===== src/rtl/division_arbiter.sv =====
// Round-robin arbiter that shares one DivisionUnit among NUM_REQ requesters,
// with local divide-by-zero handling and a watchdog on unit completion.
module division_arbiter #(
  parameter int WORD_WIDTH = 8,
  parameter int NUM_REQ    = 4,
  parameter int TIMEOUT    = 64
) (
  input  logic                          clk,
  input  logic                          reset,
  input  logic [NUM_REQ-1:0]            req_valid,
  output logic [NUM_REQ-1:0]            req_ready,
  input  logic [NUM_REQ*WORD_WIDTH-1:0] req_left,
  input  logic [NUM_REQ*WORD_WIDTH-1:0] req_right,
  output logic [NUM_REQ-1:0]            resp_valid,
  input  logic [NUM_REQ-1:0]            resp_ready,
  output logic [WORD_WIDTH-1:0]         resp_quot,
  output logic [WORD_WIDTH-1:0]         resp_mod,
  output logic [1:0]                    resp_err,
  output logic                          div_enable,
  output logic [WORD_WIDTH-1:0]         div_left_op,
  output logic [WORD_WIDTH-1:0]         div_right_op,
  input  logic                          div_valid,
  input  logic [WORD_WIDTH-1:0]         div_quot,
  input  logic [WORD_WIDTH-1:0]         div_mod
);

  localparam int IDX_W   = $clog2(NUM_REQ);
  localparam int TIMER_W = $clog2(TIMEOUT);

  localparam logic [1:0] ERR_OK      = 2'b00;
  localparam logic [1:0] ERR_DIVZERO = 2'b01;
  localparam logic [1:0] ERR_TIMEOUT = 2'b10;

  typedef enum logic [1:0] {
    IDLE = 2'd0,
    BUSY = 2'd1,
    RESP = 2'd2
  } state_t;

  state_t                 state_reg, state_next;
  logic [IDX_W-1:0]       last_reg, last_next;
  logic [IDX_W-1:0]       owner_reg, owner_next;
  logic [TIMER_W-1:0]     timer_reg, timer_next;
  logic [WORD_WIDTH-1:0]  left_reg, left_next;
  logic [WORD_WIDTH-1:0]  right_reg, right_next;
  logic [WORD_WIDTH-1:0]  quot_reg, quot_next;
  logic [WORD_WIDTH-1:0]  mod_reg, mod_next;
  logic [1:0]             err_reg, err_next;
  logic                   enable_reg, enable_next;
  logic [NUM_REQ-1:0]     resp_valid_reg, resp_valid_next;

  logic [WORD_WIDTH-1:0]  left_arr  [NUM_REQ];
  logic [WORD_WIDTH-1:0]  right_arr [NUM_REQ];
  logic                   grant_valid;
  logic [IDX_W-1:0]       grant_idx;
  logic [IDX_W-1:0]       cand;

  genvar gi;
  generate
    for (gi = 0; gi < NUM_REQ; gi++) begin : g_req
      assign left_arr[gi]  = req_left[gi*WORD_WIDTH +: WORD_WIDTH];
      assign right_arr[gi] = req_right[gi*WORD_WIDTH +: WORD_WIDTH];
      assign req_ready[gi] = (state_reg == IDLE) && grant_valid &&
                             (grant_idx == IDX_W'(gi));
    end
  endgenerate

  // Scan downward so the last hit is the nearest requester after 'last'.
  always_comb begin
    grant_valid = 1'b0;
    grant_idx   = '0;
    cand        = '0;
    for (int k = NUM_REQ - 1; k >= 0; k--) begin
      cand = IDX_W'((int'(last_reg) + 1 + k) % NUM_REQ);
      if (req_valid[cand]) begin
        grant_valid = 1'b1;
        grant_idx   = cand;
      end
    end
  end

  always_comb begin
    state_next = state_reg;
    last_next  = last_reg;
    owner_next = owner_reg;
    timer_next = timer_reg;
    left_next  = left_reg;
    right_next = right_reg;
    quot_next  = quot_reg;
    mod_next   = mod_reg;
    err_next   = err_reg;
    case (state_reg)
      IDLE: begin
        if (grant_valid) begin
          owner_next = grant_idx;
          last_next  = grant_idx;
          left_next  = left_arr[grant_idx];
          right_next = right_arr[grant_idx];
          timer_next = '0;
          if (right_arr[grant_idx] == '0) begin
            quot_next  = '1;
            mod_next   = left_arr[grant_idx];
            err_next   = ERR_DIVZERO;
            state_next = RESP;
          end else begin
            state_next = BUSY;
          end
        end
      end
      BUSY: begin
        // A result arriving on the watchdog's last cycle still counts.
        if (div_valid) begin
          quot_next  = div_quot;
          mod_next   = div_mod;
          err_next   = ERR_OK;
          state_next = RESP;
        end else if (timer_reg == TIMER_W'(TIMEOUT - 1)) begin
          quot_next  = '0;
          mod_next   = '0;
          err_next   = ERR_TIMEOUT;
          state_next = RESP;
        end else begin
          timer_next = timer_reg + 1'b1;
        end
      end
      RESP: begin
        if (resp_ready[owner_reg]) state_next = IDLE;
      end
      default: state_next = IDLE;
    endcase
  end

  // Registered versions of the decoded outputs keep them glitch-free.
  always_comb begin
    enable_next     = (state_next == BUSY);
    resp_valid_next = '0;
    if (state_next == RESP) resp_valid_next = NUM_REQ'(1) << owner_next;
  end

  always_ff @(posedge clk or posedge reset) begin
    if (reset) begin
      state_reg      <= IDLE;
      last_reg       <= IDX_W'(NUM_REQ - 1);
      owner_reg      <= '0;
      timer_reg      <= '0;
      left_reg       <= '0;
      right_reg      <= '0;
      quot_reg       <= '0;
      mod_reg        <= '0;
      err_reg        <= '0;
      enable_reg     <= 1'b0;
      resp_valid_reg <= '0;
    end else begin
      state_reg      <= state_next;
      last_reg       <= last_next;
      owner_reg      <= owner_next;
      timer_reg      <= timer_next;
      left_reg       <= left_next;
      right_reg      <= right_next;
      quot_reg       <= quot_next;
      mod_reg        <= mod_next;
      err_reg        <= err_next;
      enable_reg     <= enable_next;
      resp_valid_reg <= resp_valid_next;
    end
  end

  assign div_enable   = enable_reg;
  assign div_left_op  = left_reg;
  assign div_right_op = right_reg;
  assign resp_valid   = resp_valid_reg;
  assign resp_quot    = quot_reg;
  assign resp_mod     = mod_reg;
  assign resp_err     = err_reg;

endmodule


===== config.mk =====
export PLATFORM = sky130hd
export DESIGN_NAME = division_arbiter
export DESIGN_NICKNAME = d
export VERILOG_FILES = /design/src/rtl/division_arbiter.sv
export SDC_FILE = /design/constraint.sdc
export NUM_CORES = 1
export LEC_CHECK = 0
export BUFFER_PORTS_ARGS = -buffer_cell sky130_fd_sc_hd__buf_4
export CAP_MARGIN = 20
export CORE_ASPECT_RATIO = 0.9
export CORE_UTILIZATION = 39
export DETAILED_ROUTE_END_ITERATION = 16
export PLACE_DENSITY = 0.69
export SYNTH_ARGS = -nofsm -noshare
export SYNTH_HDL_FRONTEND = slang
export SYNTH_SLANG_ARGS = --single-unit
export TNS_END_PERCENT = 100

===== constraint.sdc =====
create_clock -name clk -period 4.9 [get_ports clk]
set_input_delay 0.735 -clock clk [delete_from_list [all_inputs] [get_ports clk]]
set_output_delay 0.735 -clock clk [all_outputs]
set_load 0.05 [all_outputs]

# Word level (Yosys, flattened, before mapping)
# Index checks and enable logic that the tools add are counted.
op_classes:
  eq_ne: 13
  n_mul: 0
  div_mod_pow: 0
  n_reduce_logical: 12
  n_addsub: 5
  shifts: 1
  mux: 51
  n_lt_le_gt_ge: 6
  bitwise_logic: 1
op_table:
  columns: ["cell", "count"]
  rows:
  - ["$mux 8", 11]
  - ["$bmux 8 s2", 2]
  - ["$pmux 8 s2", 2]
  - ["$mux 2", 15]
  - ["$mux 6", 3]
  - ["$lt 2x3->1 const B", 5]
  - ["$pmux 6 s2", 1]
  - ["$bmux 1 s2", 5]
  - ["$mux 1", 9]
  - ["$eq 2x2->1 const B", 4]
  - ["$logic_not 8->1", 1]
  - ["$reduce_and 4->1", 2]
  - ["$add 6x1->6 const B", 1]
  - ["$eq 2x1->1 const B", 3]
  - ["$eq 6x6->1 const B", 1]
  - ["$ne 2x2->1 const B", 3]
  - ["$pmux 2 s3", 1]
  - ["$logic_and 1x1->1", 5]
  - ["$add 2x1->2 const B", 2]
  - ["$add 2x2->2 const B", 2]
  - ["$logic_not 2->1", 2]
  - ["$mux 4", 1]
  - ["$pmux 2 s2", 1]
  - ["$shl 1x2->4 const A", 1]
  - ["6 further kinds", 6]
word_totals:
  input_bits: 91
  mem_bits_ro: 0
  latchBits: 0
  reg_bits: 51
  ramBits: 0
  mem_count: 0
  elab_cells: 100
  output_inout_bits: 43

# Longest topological paths before layout
# Gate-level depths: netlist (run 1).
logic_depth:
  depth_word: 18
  mapped_depth: 12
  ltp_nobuf: 9

# Worst setup path after synthesis (run 1)
# Ideal clock, no wire load.
synth_path:
  path_type: "input-to-output"
  from: "in req_valid[3]"
  to: "out req_ready[0]"
  stages: 7
  n_path_buf: 4
  path_slack_ps: 1445
  t_arrival_ps: 2720
  required_time_ps: 4165
  path_cell_list: "nor2_1 a31oi_1 buf_2 buf_4 buf_2 buf_1 nor3_1"
synth_via:
  elab_chain_len: 8
synth_rtl:
  columns: ["item", "line", "source"]
  rows:
  - ["from (decl)", "10", "input logic [NUM_REQ-1:0] req_valid,"]
  - ["$bmux 1 s2", "75", "if (req_valid[cand]) begin"]
  - ["$mux 1 (implied by the code)", "75", null]
  - ["$mux 2 or $mux 1 (tied branches) (4 in series)", "75", null]
  - ["$logic_not 2->1 or $logic_and 1x1->1 (tied branches)", "64, 63", null]
  - ["$logic_and 1x1->1 (*)", "63", "assign req_ready[gi] = (state_reg == IDLE) && grant_valid &&"]
  - ["to (decl)", "11", "output logic [NUM_REQ-1:0] req_ready,"]
# Mark *: on every way between the ends. The rest lies on a longest branch, timed or not. The select of a mux whose other input is x is not followed.

# Final worst setup path (run 1)
layout_path:
  from: "reg last_reg[1]"
  to: "reg mod_reg[0], in the netlist resp_mod[0]"
layout_via:
  elab_chain_len: 15
layout_rtl:
  columns: ["item", "line", "source"]
  rows:
  - ["from (decl)", "41", "logic [IDX_W-1:0] last_reg, last_next;"]
  - ["from (signal assigned)", "143", "last_reg <= IDX_W'(NUM_REQ - 1);"]
  - ["from (signal assigned)", "155", "last_reg <= last_next;"]
  - ["$add 2x1->2 (*)", "74", "cand = IDX_W'((int'(last_reg) + 1 + k) % NUM_REQ);"]
  - ["$add 2x1->2", "74", null]
  - ["$bmux 1 s2", "75", null]
  - ["$mux 1 (implied by the code)", "75", null]
  - ["$mux 2 (4 in series)", "75", null]
  - ["$not 2->3 (implied by the code)", "100, 102", null]
  - ["$bmux 8 s2 (on tied branches)", "100, 102", null]
  - ["$mux 8 (on tied branches) (2 in series)", "100, 102", null]
  - ["$logic_not 8->1 or $mux 8 (tied branches)", "100", "if (right_arr[grant_idx] == '0) begin"]
  - ["$ne 2x1->1 (no line) or $mux 8 (tied branches)", null, null]
  - ["$reduce_and 4->1 (no line) or $pmux 8 s2 (tied branches)", null, null]
  - ["to (signal assigned)", "161", "mod_reg <= mod_next;"]
  - ["to (decl)", "47", "logic [WORD_WIDTH-1:0] mod_reg, mod_next;"]
# Marked as above.
# A chain may end at the register's enable or synchronous reset.

==> impl_metrics.py, run 1 <==
metrics = {
    "detailed_routing": {
        "viasPerCell": 4.938,
        "drt_first_pass_iters": 4,
        "drc": 0,
        "vias": 2548,
        "drt_iter0_drc": 98,
        "postRouteAntennaNets": 0,
        "routed_wl_um": 7168,
        "wl_per_cell_um": 13.89,
    },
    "job": {
        "max_cap_viol_count": 0,
    },
    "placement": {
        "dp.cells": 507,
        "place_congestion": 0.7831,
        "port_buffers": 133,
        "hpwl_um": 5400,
        "place_ws_ps": 1163,
        "dpl-instance-area_um2": 3849,
    },
    "logic_synthesis": {
        "synth_area_leaders": "dfrtp_1 (44%), mux2i_1 (12%), nand2_1 (11%), mux2_2 (2.8%), a2bb2oi_1 (2.5%)",
        "yosysTopAreaCell": "dfrtp_1",
        "synth_top_area_share": 0.4389,
        "synth-seq-cells": 51,
        "ys_async_sr_fraction": 1.000,
        "syn_inst": 300,
        "avgSynthCellArea_um2": 9.313,
        "yosys_warnings": 0,
        "seq_area_frac_synth": 0.4577,
        "synth-edff-count": 0,
        "netlist_area_um2": 2794,
        "yosys-top-cells-count": "nand2_1 (81), dfrtp_1 (49), mux2i_1 (34)",
        "yosys_most_used_dff": "dfrtp_1",
        "synth_cell_types": 41,
        "yosysMostFrequentCell": "nand2_1",
        "synth_nets": 392,
    },
    "timing": {
        "max_slew.worst_pin.slew_ps": 797.9,
        "slew_headroom": 0.4649,
        "setup_viol": 0,
        "slew_violations": 0,
        "layout_setup_ws_ps": 1415,
        "final_hold_viol_count": 0,
        "timing.hold.ws_ps": 309.9,
        "finClkSkew_ps": 5.141,
        "rsz0062_at_grt": "no",
        "period_needed_ps": 3485,
        "fin_crit_sh": 0.7113,
        "setup-tns-final_ps": 0,
        "fmax_mhz": 286.9,
    },
    "worst_setup_path": {
        "cp.required_ps": 5090,
        "crit_arrival_ps": 3680,
        "worst_setup_path_end_kind": "register",
        "critPathKind": "reg2reg",
        "startpoint_type": "register",
        "r2r_slack_ps": 1410,
        "r2r_start": "last_reg[1]",
        "r2r_end": "resp_mod[0]",
        "crit_fanout": 17,
        "worstRegToRegCells": 8,
    },
    "clock_tree": {
        "cts.sinks": 51,
        "post-cts-setup-buffer-count": 0,
        "cts_resized": 0,
        "cts_buffer_depth": 2,
        "hold_buffers": 0,
        "clk_pin_slew_ps": 90,
        "cts_buffers": 5,
        "clkLatencyLatePin_ps": 300,
        "cts_tree": "yes",
        "htree_num_levels": 2,
        "root_buffer": "clkbuf_8",
    },
    "power_and_ir_drop": {
        "peakVddDrop_mv": 0.3688,
        "total_power_mw": 2.697,
        "power_density_nw_per_um2": 681.5,
        "leakage_nw": 2.031,
    },
    "die": {
        "die_y_um": 82.30,
        "num_rows": 28,
        "die_area_um2": 7507,
        "die_w_um": 91.22,
        "start_util": 0.4132,
        "ios": 134,
        "core_area_um2": 6761,
    },
    "cells_and_area": {
        "stdcell_count": 516,
        "nets": 517,
        "diodes": 0,
        "drive_gt1_frac": 0.3803,
        "utilization": 0.5853,
        "area_growth_pct": 41.65,
        "final_area_um2": 3958,
    },
    "global_route": {
        "grt_pass1_wl_um": 11680,
        "antenna_found_initial": 0,
        "grt-ovfl-total": 0,
        "grt_max_degree": 52,
        "first_global_vias": 2498,
        "grt_util_all_layers": 0.1976,
    },
    "worst_hold_path": {
        "hp-class": "in2async",
    },
    "status": {
        "status": "finished clean",
    },
}
-- placed cells by master, fill, tap and decap left out, types with 7 or more instances in the layout --
master	instances
a2bb2oi_1	8
o21ai_0	10
nor2_1	17
nand2_1	81
nor2b_1	8
buf_4	136
mux2_2	7
a21oi_1	11
mux2i_1	34
dfrtp_1	49
a211oi_1	8
-- how the worst max path moves through the flow --
stage	slack, ps	cells past startpoint	end	from
final	1410	8	resp_mod[0]	last_reg[1]
after global routing	1160	8	resp_mod[0]	last_reg[1]
after CTS	1370	8	resp_mod[0]	last_reg[1]
after detailed placement	1160	9	resp_mod[6]	req_valid[1]
after global placement	1260	9	resp_mod[7]	req_valid[1]
after floorplan	1450	7	req_ready[0]	req_valid[3]
-- routing by layer --
metal,global-route usage,vias to the layer above,share of wire
met3,0.05952,7,0.073
met4,0.03810,0,0.0070
met5,0,-,0
met2,0.3606,88,0.50
li1,-,1273,-
met1,0.2351,1180,0.42
-- cell type report --
class,instances,area (um^2)
fillers,624,2804
repair buffers,137,1041
multi-input cells,224,1414
clock buffers,5,68.82
flip-flops and latches,51,1279
well taps,90,112.6
inverters,6,22.52
clock inverters,3,20.02
-- report_power, final --
part	total, mW	internal, mW	switching (mW)
Combinational	1.73	0.601	1.12
Sequential	0.732	0.615	0.118
Clock	0.239	0.0995	0.140
-- logic make-up (layout without fill, tap and decap cells) --
family,after synthesis,count (layout),synth area share
flip-flops,51,51,0.4577
AND/OR/NAND/NOR,126,126,0.1921
AO/OA/AOI/OAI,51,51,0.1312
multiplexers,43,43,0.1621
XOR/XNOR,3,3,0.009406
adder cells (fa/ha/maj),1,1,0.004478
buffers and inverters,25,151,0.04299
-- critical path, cell delays in order, from the launching register on --
cell	delay (ps)
dfstp_2	620
nand3b_1	140
a31oi_4	630
mux2i_1	280
mux2i_1	120
nor4_1	420
nand2_1	240
a21oi_4	510
mux2_2	400
Power figures use the tool's default switching activity.
==> inputs of run 2 (changes only) <==
--- a/config.mk
+++ b/config.mk
@@ -10,7 +10,7 @@
 export CORE_ASPECT_RATIO = 0.9
 export CORE_UTILIZATION = 39
 export DETAILED_ROUTE_END_ITERATION = 16
-export PLACE_DENSITY = 0.69
+export PLACE_DENSITY = 0.72
 export SYNTH_ARGS = -nofsm -noshare
 export SYNTH_HDL_FRONTEND = slang
 export SYNTH_SLANG_ARGS = --single-unit
==> constraint.sdc (replaced) <==
create_clock -name clk -period 3.1 [get_ports clk]
set_input_delay 0.465 -clock clk [delete_from_list [all_inputs] [get_ports clk]]
set_output_delay 0.465 -clock clk [all_outputs]
set_load 0.05 [all_outputs]
==> run 2 against run 1 <==
Clock power rose by 70%. Total power rose by 64%. Sequential power rose by 58%. Combinational power rose by 65%. Worst setup slack got worse by 1200 ps. Sequential share of layout area fell by 0.79 points. Design area rose by 2.5%. Flip-flop and latch count did not move. Hold slack got worse by 220 ps. Via count rose by 2.7%. Clock skew rose by 9.2 ps. Clock-buffer cell count did not move.
==> impl_metrics.py, run 2 (synthesized netlist as in run 1, its figures left out) <==
metrics = {
    "status": {
        "status": "finished clean",
    },
    "clock_tree": {
        "clkLatencyLatePin_ps": 320,
        "cts.sinks": 51,
        "root_buffer": "clkbuf_8",
        "cts_buffers": 5,
        "cts_buffer_depth": 2,
        "cts_tree": "yes",
        "post-cts-setup-buffer-count": 0,
        "htree_num_levels": 2,
        "hold_buffers": 0,
        "clk_pin_slew_ps": 110,
        "cts_resized": 0,
    },
    "worst_setup_path": {
        "max_stage_delay_ps": 620,
        "r2r_slack_ps": 220,
        "startpoint": "last_reg[1]",
        "crit_arrival_ps": 3070,
        "r2r_end": "resp_mod[5]",
        "crit_fanout": 17,
        "cp.required_ps": 3290,
        "cp_slowest_cell": "dfstp_2",
        "startpoint_type": "register",
        "critPathKind": "reg2reg",
        "r2r_start": "last_reg[1]",
        "path_cells": "nand3b_1 -> a31oi_4 -> buf_12 -> mux2i_1 -> mux2i_1 -> nor4_1 -> nand2_1 -> a21oi_4 -> buf_12 -> mux2_1",
        "worst_setup_path_end_kind": "register",
        "worstRegToRegCells": 10,
    },
    "placement": {
        "dpl-instance-area_um2": 3921,
        "place_congestion": 0.7924,
        "port_buffers": 133,
        "dp.cells": 515,
        "hpwl_um": 5586,
        "place_ws_ps": 151.4,
    },
    "timing": {
        "period_needed_ps": 2883,
        "slew_violations": 0,
        "setup_viol": 0,
        "final_hold_viol_count": 0,
        "slew_headroom": 0.5331,
        "fin_crit_sh": 0.9299,
        "rsz0062_at_grt": "no",
        "layout_setup_ws_ps": 217.3,
        "setup-tns-final_ps": 0,
        "finClkSkew_ps": 14.37,
        "fmax_mhz": 346.9,
        "max_slew.worst_pin.slew_ps": 696.3,
    },
    "detailed_routing": {
        "wl_per_cell_um": 13.96,
        "drt_first_pass_iters": 4,
        "viasPerCell": 4.983,
        "drc": 0,
        "routed_wl_um": 7328,
        "vias": 2616,
        "drt_iter0_drc": 97,
        "postRouteAntennaNets": 0,
    },
    "die": {
        "die_area_um2": 7507,
        "core_area_um2": 6761,
        "start_util": 0.4132,
        "die_y_um": 82.30,
        "num_rows": 28,
        "ios": 134,
        "die_w_um": 91.22,
    },
    "global_route": {
        "grt_max_degree": 52,
        "first_global_vias": 2589,
        "grt_util_all_layers": 0.1949,
        "grt-ovfl-total": 0,
        "grt_pass1_wl_um": 11630,
        "antenna_found_initial": 0,
    },
    "worst_hold_path": {
        "hp-class": "in2async",
    },
    "cells_and_area": {
        "final_common_cell": "buf_4",
        "drive_gt1_frac": 0.3931,
        "diodes": 0,
        "fill_cells": 592,
        "nets": 526,
        "stdcell_count": 525,
        "final_cell_mix": "buf_4 (143), nand2_1 (81), dfrtp_1 (49)",
        "area_growth_pct": 45.19,
        "final_area_um2": 4056,
    },
    "power_and_ir_drop": {
        "total_power_mw": 4.420,
        "peakVddDrop_mv": 0.6277,
        "power_density_nw_per_um2": 1090,
        "leakage_nw": 2.093,
    },
    "job": {
        "max_cap_viol_count": 0,
    },
}
-- run 2: metal layers --
| metal | track usage | share of wire | vias to the layer above |
|---|---|---|---|
| li1 | - | - | 1293 |
| met1 | 0.2338 | 0.44 | 1215 |
| met2 | 0.3576 | 0.49 | 103 |
| met3 | 0.05128 | 0.067 | 5 |
| met4 | 0.04127 | 0.0078 | 0 |
| met5 | 0 | 0 | - |
-- run 2: layout make-up --
class | count | area, um^2 | area share
Clock buffer | 5 | 68.82 | 0.01696
Clock inverter | 3 | 26.28 | 0.006477
Inverter | 6 | 22.52 | 0.005552
Multi-Input combinational cell | 224 | 1414 | 0.3486
Sequential cell | 51 | 1279 | 0.3152
Tap cell | 90 | 112.6 | 0.02776
Timing Repair Buffer | 146 | 1134 | 0.2795
-- run 2: power breakdown --
group          switching, mW  internal, mW
Clock                  0.241         0.167
Combinational           1.81          1.04
Sequential             0.187         0.971
-- run 2: critical path, delay by kind of cell (launching register included) --
family / cells / cell delay (ps)
multiplexers: 3 / 640
AO/OA/AOI/OAI: 2 / 400
AND/OR/NAND/NOR: 3 / 750
buffers and inverters: 2 / 340
flip-flops: 1 / 620
-- run 2: worst max-delay path by stage --
stage / end / cells after the start / slack [ps]
after CTS: resp_mod[5] / 9 / 160
after global routing: resp_mod[5] / 10 / 20
final: resp_mod[5] / 10 / 220
after detailed placement: resp_mod[5] / 9 / 150
after floorplan: req_ready[0] / 8 / 40
after global placement: resp_mod[7] / 9 / 240
-- run 2: through the flow --
stage,hold slack (ps),util
CTS,387.1,0.5940
finish,91.62,0.5999
floorplan,477.5,-
detailed placement,467.5,0.5799
global route,116.4,0.5999
global placement,460.4,0.5799
